===== src/rtl/mem_access_stage.sv =====
// Memory-access stage: request/ready data-memory transaction with lane steering and load extension.
// Optional misaligned-access trap is enabled by defining MISALIGN_TRAP_EN.
module mem_access_stage #(
    parameter int unsigned TIMEOUT_CYCLES = 255
) (
    input  logic        clk,
    input  logic        rst,
    input  logic        mem_valid,
    input  logic        MemRead,
    input  logic        MemWrite,
    input  logic [2:0]  Funct3,
    input  logic [31:0] ALUResult,
    input  logic [31:0] StoreData,
    output logic        dmem_req,
    output logic        dmem_we,
    output logic [31:0] dmem_addr,
    output logic [31:0] dmem_wdata,
    output logic [3:0]  dmem_be,
    input  logic        dmem_ready,
    input  logic [31:0] dmem_rdata,
    output logic [31:0] LoadData,
    output logic        mem_done,
    output logic        mem_stall,
    output logic        mem_fault
);
    localparam int unsigned CntW = (TIMEOUT_CYCLES < 2) ? 1 : $clog2(TIMEOUT_CYCLES);
    localparam logic [CntW-1:0] CntLast = CntW'(TIMEOUT_CYCLES - 1);

    typedef enum logic [1:0] {StIdle, StReq, StDone} state_e;

    state_e          r_state, w_state_next;
    logic [29:0]     r_addr_hi;
    logic [1:0]      r_off;
    logic [3:0]      r_be;
    logic [31:0]     r_wdata;
    logic            r_we;
    logic [2:0]      r_f3;
    logic [CntW-1:0] r_cnt;
    logic            r_fault;
    logic [31:0]     r_load_data;

    logic        w_accept, w_f3_ok, w_align_fault, w_pre_fault, w_timeout;
    logic [31:0] w_addr, w_wdata, w_load_ext;
    logic [1:0]  w_off;
    logic [3:0]  w_be;
    logic [7:0]  w_byte;
    logic [15:0] w_half;

    assign w_accept    = mem_valid & (MemRead | MemWrite);
    assign w_pre_fault = ~w_f3_ok | w_align_fault;
    assign w_off       = w_addr[1:0];
    assign w_timeout   = (r_cnt == CntLast);

    always_comb begin
        unique case (Funct3)
            3'b000, 3'b001, 3'b010: w_f3_ok = 1'b1;
            3'b100, 3'b101:         w_f3_ok = ~MemWrite;
            default:                w_f3_ok = 1'b0;
        endcase
    end

    always_comb begin
        w_addr        = ALUResult;
        w_align_fault = 1'b0;
`ifdef MISALIGN_TRAP_EN
        w_align_fault = ((Funct3[1:0] == 2'b01) && ALUResult[0]) ||
                        ((Funct3[1:0] == 2'b10) && (ALUResult[1:0] != 2'b00));
`else
        // Silently round down to natural alignment instead of trapping.
        if (Funct3[1:0] == 2'b01) begin
            w_addr[0] = 1'b0;
        end else if (Funct3[1:0] == 2'b10) begin
            w_addr[1:0] = 2'b00;
        end
`endif
    end

    always_comb begin
        case (Funct3[1:0])
            2'b00: begin
                w_be    = 4'b0001 << w_off;
                w_wdata = {4{StoreData[7:0]}};
            end
            2'b01: begin
                w_be    = 4'b0011 << w_off;
                w_wdata = {2{StoreData[15:0]}};
            end
            default: begin
                w_be    = 4'b1111;
                w_wdata = StoreData;
            end
        endcase
    end

    always_comb begin
        case (r_off)
            2'd0:    w_byte = dmem_rdata[7:0];
            2'd1:    w_byte = dmem_rdata[15:8];
            2'd2:    w_byte = dmem_rdata[23:16];
            default: w_byte = dmem_rdata[31:24];
        endcase
        w_half = r_off[1] ? dmem_rdata[31:16] : dmem_rdata[15:0];
        case (r_f3)
            3'b000:  w_load_ext = {{24{w_byte[7]}}, w_byte};
            3'b100:  w_load_ext = {24'b0, w_byte};
            3'b001:  w_load_ext = {{16{w_half[15]}}, w_half};
            3'b101:  w_load_ext = {16'b0, w_half};
            default: w_load_ext = dmem_rdata;
        endcase
    end

    always_ff @(posedge clk or posedge rst) begin
        if (rst) begin
            r_state <= StIdle;
        end else begin
            r_state <= w_state_next;
        end
    end

    always_comb begin
        w_state_next = r_state;
        unique case (r_state)
            StIdle: begin
                if (w_accept) begin
                    w_state_next = w_pre_fault ? StDone : StReq;
                end
            end
            StReq: begin
                if (dmem_ready || w_timeout) begin
                    w_state_next = StDone;
                end
            end
            default: w_state_next = StIdle;
        endcase
    end

    always_comb begin
        dmem_req   = (r_state == StReq);
        dmem_we    = dmem_req & r_we;
        dmem_addr  = dmem_req ? {r_addr_hi, 2'b00} : 32'b0;
        dmem_wdata = dmem_req ? r_wdata : 32'b0;
        dmem_be    = dmem_req ? r_be : 4'b0;
        mem_done   = (r_state == StDone);
        mem_stall  = ((r_state == StIdle) && w_accept) || (r_state == StReq);
        mem_fault  = r_fault;
        LoadData   = r_load_data;
    end

    always_ff @(posedge clk or posedge rst) begin
        if (rst) begin
            r_addr_hi   <= '0;
            r_off       <= '0;
            r_be        <= '0;
            r_wdata     <= '0;
            r_we        <= 1'b0;
            r_f3        <= '0;
            r_cnt       <= '0;
            r_fault     <= 1'b0;
            r_load_data <= '0;
        end else if ((r_state == StIdle) && w_accept) begin
            r_addr_hi <= w_addr[31:2];
            r_off     <= w_off;
            r_be      <= w_be;
            r_wdata   <= w_wdata;
            r_we      <= MemWrite;
            r_f3      <= Funct3;
            r_cnt     <= '0;
            r_fault   <= w_pre_fault;
            if (w_pre_fault) begin
                r_load_data <= '0;
            end
        end else if (r_state == StReq) begin
            // Ready on the last allowed cycle still wins over the timeout.
            if (dmem_ready) begin
                if (!r_we) begin
                    r_load_data <= w_load_ext;
                end
            end else if (w_timeout) begin
                r_fault     <= 1'b1;
                r_load_data <= '0;
            end else begin
                r_cnt <= r_cnt + CntW'(1);
            end
        end
    end
endmodule


===== config.mk =====
export PLATFORM = sky130hd
export DESIGN_NAME = mem_access_stage
export DESIGN_NICKNAME = d
export VERILOG_FILES = /design/src/rtl/mem_access_stage.sv
export SDC_FILE = /design/constraint.sdc
export NUM_CORES = 1
export LEC_CHECK = 0
export CORE_MARGIN = 3
export CORE_UTILIZATION = 40
export DETAILED_ROUTE_END_ITERATION = 12
export GPL_TIMING_DRIVEN = 0
export MAX_ROUTING_LAYER = met4
export PLACE_DENSITY = 0.68
export SETUP_SLACK_MARGIN = 0.05
export SYNTH_ARGS = -nofsm -noshare
export SYNTH_HDL_FRONTEND = slang
export SYNTH_SLANG_ARGS = --single-unit

===== constraint.sdc =====
create_clock -name clk -period 7.6 [get_ports clk]
set_clock_uncertainty 0.05 [all_clocks]
set_input_delay 1.52 -clock clk [delete_from_list [all_inputs] [get_ports clk]]
set_output_delay 1.52 -clock clk [all_outputs]
set_load 0.1 [all_outputs]

==> Word-level counts from Yosys, hierarchy flattened <==
Index checks and enable logic that the tools add are counted.
{ "classes": {"addsub": 1, "muxes": 30, "shifts": 2, "eq_ne": 20, "bitwise_logic": 5, "n_reduce_logical": 17} }
{ "ops": {"columns": ["op", "count"], "rows": [
  ["$mux 32", 8],
  ["$pmux 32 s4", 1],
  ["$pmux 32 s2", 1],
  ["$mux 8", 4],
  ["$pmux 8 s3", 1],
  ["$mux 16", 1],
  ["$eq 3x3->1 const B", 4],
  ["$add 8x1->8 const B", 1],
  ["$eq 8x8->1 const B", 1],
  ["$mux 2", 4],
  ["$pmux 4 s2", 1],
  ["$eq 2x1->1 const B", 3],
  ["$eq 2x2->1 const B", 3],
  ["$eq 3x1->1 const B", 2],
  ["$logic_not 2->1", 3],
  ["$logic_not 3->1", 2],
  ["$mux 1", 6],
  ["$ne 2x1->1 const B", 3],
  ["$reduce_and 3->1", 2],
  ["$mux 4", 1],
  ["$ne 2x2->1 const B", 2],
  ["$pmux 2 s2", 1],
  ["$reduce_and 4->1", 1],
  ["$reduce_bool 2->1", 2],
  ["other kinds (14)", 17]
]} }
{ "totals": {"input_bits": 105, "register_bits": 115, "word_cells": 85, "output_inout_bits": 105} }

==> Logic depth before layout (Yosys ltp) <==
{ "logic_depth": {"ltp_word": 7, "mapped_depth": 9, "depth_no_buf": 6} }

==> Worst setup path before layout <==
No wires, ideal clock.
{ "synth_path": {"path_kind": "input to output", "from": "in MemWrite", "to": "out mem_stall", "cell_stages": 4, "slack_ns": 3.411, "arrival_time_ns": 2.619, "cell_sequence": "or2_1 > buf_2 > a21oi_2 > inv_1"} }
{ "synth_via": {"elab_chain_cells": 4} }
{ "synth_rtl": {"columns": ["element", "line_no", "source"], "rows": [
  ["start, declared", "10", "input logic MemWrite,"],
  ["$or 1x1->1", "49", "assign w_accept = mem_valid & (MemRead | MemWrite);"],
  ["$and 1x1->1", "49", null],
  ["$logic_and 1x1->1", "144", "mem_stall = ((r_state == StIdle) && w_accept) || (r_state == StReq);"],
  ["$logic_or 1x1->1", "144", null],
  ["end, declared", "23", "output logic mem_stall,"]
]} }
No other way between the ends.

==> Final worst setup path <==
Ends and elaborated chain as after synthesis.

==> metrics.csv <==
stage,metric,value,unit
synthesis,synth_top_area_frac,0.473,
global_route,use_met3,0.0602,
global_route,grtUsageMet1,0.311,
routing,ant_nets,0,
synthesis,ys_types,54,
routing,viasPerCell,5.43,
global_route,grt_use_total,0.247,
critical_path,reg2reg_to,LoadData[17],
pwr,powerDensity,378,nW/µm²
floorplan,die_area,16700,µm²
floorplan,initial_core_util,0.414,
synthesis,syn-instance-count,668,
critical_path,endpoint_kind,primary output,
cells_and_area,multi_input_area,2960,µm²
global_route,gr-usage-met2,0.386,
critical_path,crit_top_cell,clkdlybuf4s50_1,
critical_path,cpMaxStageDelayCell,clkdlybuf4s50_1,
run,cap_violations,0,
timing,fin_setup_tns,0,ns
cells_and_area,area_delta_synth_final,47.1,%
clocking,cts_buffers,17,
synthesis,synth-simple-area-share,0.250,
timing,min_period,5.38,ns
synthesis,yosys_register_bits,115,
synthesis,avgSynthCellArea,9.11,µm²
synthesis,syn_area,6090,µm²
synthesis,synth_most_common_cell,nand2_1,
hold_path,min-delay-start,r_addr_hi[19],
synthesis,synth_top_family_by_area,simple AND/OR/NAND/NOR gates,
synthesis,synthTopCellsByArea,"dfrtp_1, nand2_1, and2_1",
timing,finalCritPeriodShare,0.708,
clocking,cts.path.max_buffers,2,
hold_path,worst_hold_path_type,reg2reg,
pwr,leakagePower,3.92,nW
critical_path,critPathKind,in2out,
floorplan,core_area,14700,µm²
routing,drt_iter0_markers,501,
clocking,cts_tree,done,
synthesis,netlist_top_cells_count,"nand2_1, dfrtp_1, and2_1, o21ai_0, clkbuf_1",
placed_design,gp_congestion,0.998,
clocking,clock_sinks,115,
floorplan,die_y,129,µm
synthesis,synthArstFlopShare,1.00,
routing,drt_wl_total,19900,µm
cells_and_area,layout-drive-gt1-share,0.0641,
critical_path,crit_chain,clkdlybuf4s50_1 -> or2_1 -> buf_2 -> a21oi_2 -> inv_1 -> clkdlybuf4s50_1,
critical_path,required,6.03,ns
global_route,grt_pass1_vias,6015,
global_route,grt_pass1_wl,31200,µm
cells_and_area,fin_util,0.609,
clocking,hold_buffers,0,
floorplan,io_pins,210,
critical_path,max_stage_delay,0.98,ns
synthesis,synth_mux_area_frac,0.0615,
hold_path,hold_end,r_addr_hi[19],
hold_path,min_path_cells,2,
synthesis,synth_xor_area_frac,0.00720,
timing,setup_violations,0,
synthesis,yosysSeqAreaShare,0.473,
timing,relSlewSlack,0.180,
timing,drv_slew,0,
critical_path,worstPathArrival,3.81,ns
routing,drc,0,
run_status,status,completed,
clocking,clockRootBuffer,clkbuf_16,
global_route,antenna_found_initial,0,
timing,fmax,186,MHz
global_route,grt_max_degree,71,
synthesis,yosysWarnings,0,
synthesis,yosys.area.top_type,dfrtp_1,
clocking,cts.clk_slew.worst_paths,0.05,ns
pwr,vdd_drop_max,0.000207,V
routing,wl_per_cell,18.2,µm
synthesis,yosys.area_share.adder,0.00411,
floorplan,rows,44,
clocking,htreeDepth,4,
placed_design,placed_cell_area,8410,µm²
timing,hold_ws,0.415,ns
critical_path,crit_path_start_kind,input port,
critical_path,crit_family,buffers and inverters,
critical_path,cp_max_fo,10,
routing,vias,5917,
cells_and_area,num-fill-cells,1254,
floorplan,die-width,129,µm
synthesis,yosys_most_used_dff,dfrtp_1,
timing,grt_setup_unrepaired,no,
timing,worstMarginPinSlew,1.22,ns
global_route,gr-total-overflow,0,
critical_path,r2r_start,r_state[0],
clocking,postCtsSetupRepairBufs,0,
placed_design,port_buffers,206,
cells_and_area,num_antenna_cells,0,
cells_and_area,fin_area,8950,µm²
synthesis,synth_compound_area_frac,0.162,
clocking,clock_latency,0.41,ns
critical_path,reg2regPathDepth,5,
clocking,postCtsResizedCells,0,
synthesis,synth_edf_count,0,
cells_and_area,fin_nets,1002,
critical_path,ff2ff_setup_slack,4.86,ns
timing,finalHoldViolations,0,
cells_and_area,area.sequential,2880,µm²
routing,first_pass_iters,5,
global_route,busiest_layer,met2,
critical_path,critPathBufInv,4,
placed_design,dpl.hpwl,14900,µm
## metrics by stage
step / instances / setup slack, ns / power (W)
6_report: 1089 / 2.22 / 0.00339
5_1_grt: 1089 / 2.14 / 0.00354
4_1_cts: 1089 / 2.22 / 0.00340
3_5_place_dp: 1060 / 2.22 / 0.00266
3_3_place_gp: 1059 / 1.36 / 0.00262
2_1_floorplan: 669 / 2.99 / 0.00220
## area by class of cell
type	count	share of cell area
Buffer	51	0.0249
Clock buffer	20	0.0510
Clock inverter	9	0.00950
Inverter	8	0.00363
Multi-Input combinational cell	495	0.330
Sequential cell	115	0.321
Tap cell	184	0.0257
Timing Repair Buffer	207	0.233
## flip-flops by register name, indices dropped and copies added, names as in the netlist
name,cells
LoadData,32
r_addr_hi,30
r_f3,3
r_wdata,32
r_state,2
r_off,2
r_cnt,8
r_be,4
r_we,1
mem_fault,1
## how the worst max path moves through the flow
stage              endpoint  slack [ns]  cells after the start      from
4_1_cts           mem_stall        2.22                      6  MemWrite
3_3_place_gp   LoadData[22]        1.36                      2       rst
6_report          mem_stall        2.22                      6  MemWrite
2_1_floorplan   LoadData[0]        2.99                      1       rst
3_5_place_dp      mem_stall        2.22                      6  MemWrite
5_1_grt           mem_stall        2.14                      6  MemWrite
## tightest hold or removal path: cells and delay by family (launching register included)
family        cells  cell delay (ns)
flops             1             0.33
simple gates      2             0.10
## where the power goes
part           switching [W]  internal, W
clock               0.000276     0.000459
sequential          0.000118     0.000812
combinational        0.00126     0.000461
total                0.00165      0.00173
## placed cells by master, fill, tap and decap left out, types with 3 or more instances in the layout
cell	synthesis	layout
a31oi_1	5	5
mux2_2	3	3
xnor2_1	4	4
nor2_1	18	18
mux2i_1	34	34
a211o_1	6	6
nor4_1	9	9
buf_2	6	6
dfrtp_1	115	115
clkbuf_16	0	17
clkinvlp_4	0	3
a21oi_1	32	32
clkdlybuf4s50_1	0	206
nor2b_1	16	16
nor3_1	5	5
inv_1	8	7
nand2b_1	6	6
nand2_1	156	156
o41ai_2	7	7
or3_1	7	7
o2bb2ai_1	23	23
clkinv_2	0	3
nand3_1	6	6
buf_4	4	4
o21ai_0	41	41
o41ai_1	7	7
and3b_1	7	7
and2_1	68	68
clkbuf_1	38	39
## kinds of logic after synthesis
| family | after synthesis |
|---|---|
| AND/OR/NAND/NOR | 310 |
| AO/OA/AOI/OAI | 139 |
| flip-flops | 115 |
| buffers and inverters | 59 |
| multiplexers | 37 |
| XOR/XNOR | 5 |
| adder cells (fa/ha/maj) | 2 |
| other | 1 |
## per-layer routing
metal | share of wire | vias to the layer above
met4 | 0.024 | 0
met5 | 0 | -
met3 | 0.071 | 39
met1 | 0.43 | 2883
li1 | - | 2748
met2 | 0.48 | 247
Note: power is estimated with default switching activity, not from simulation.
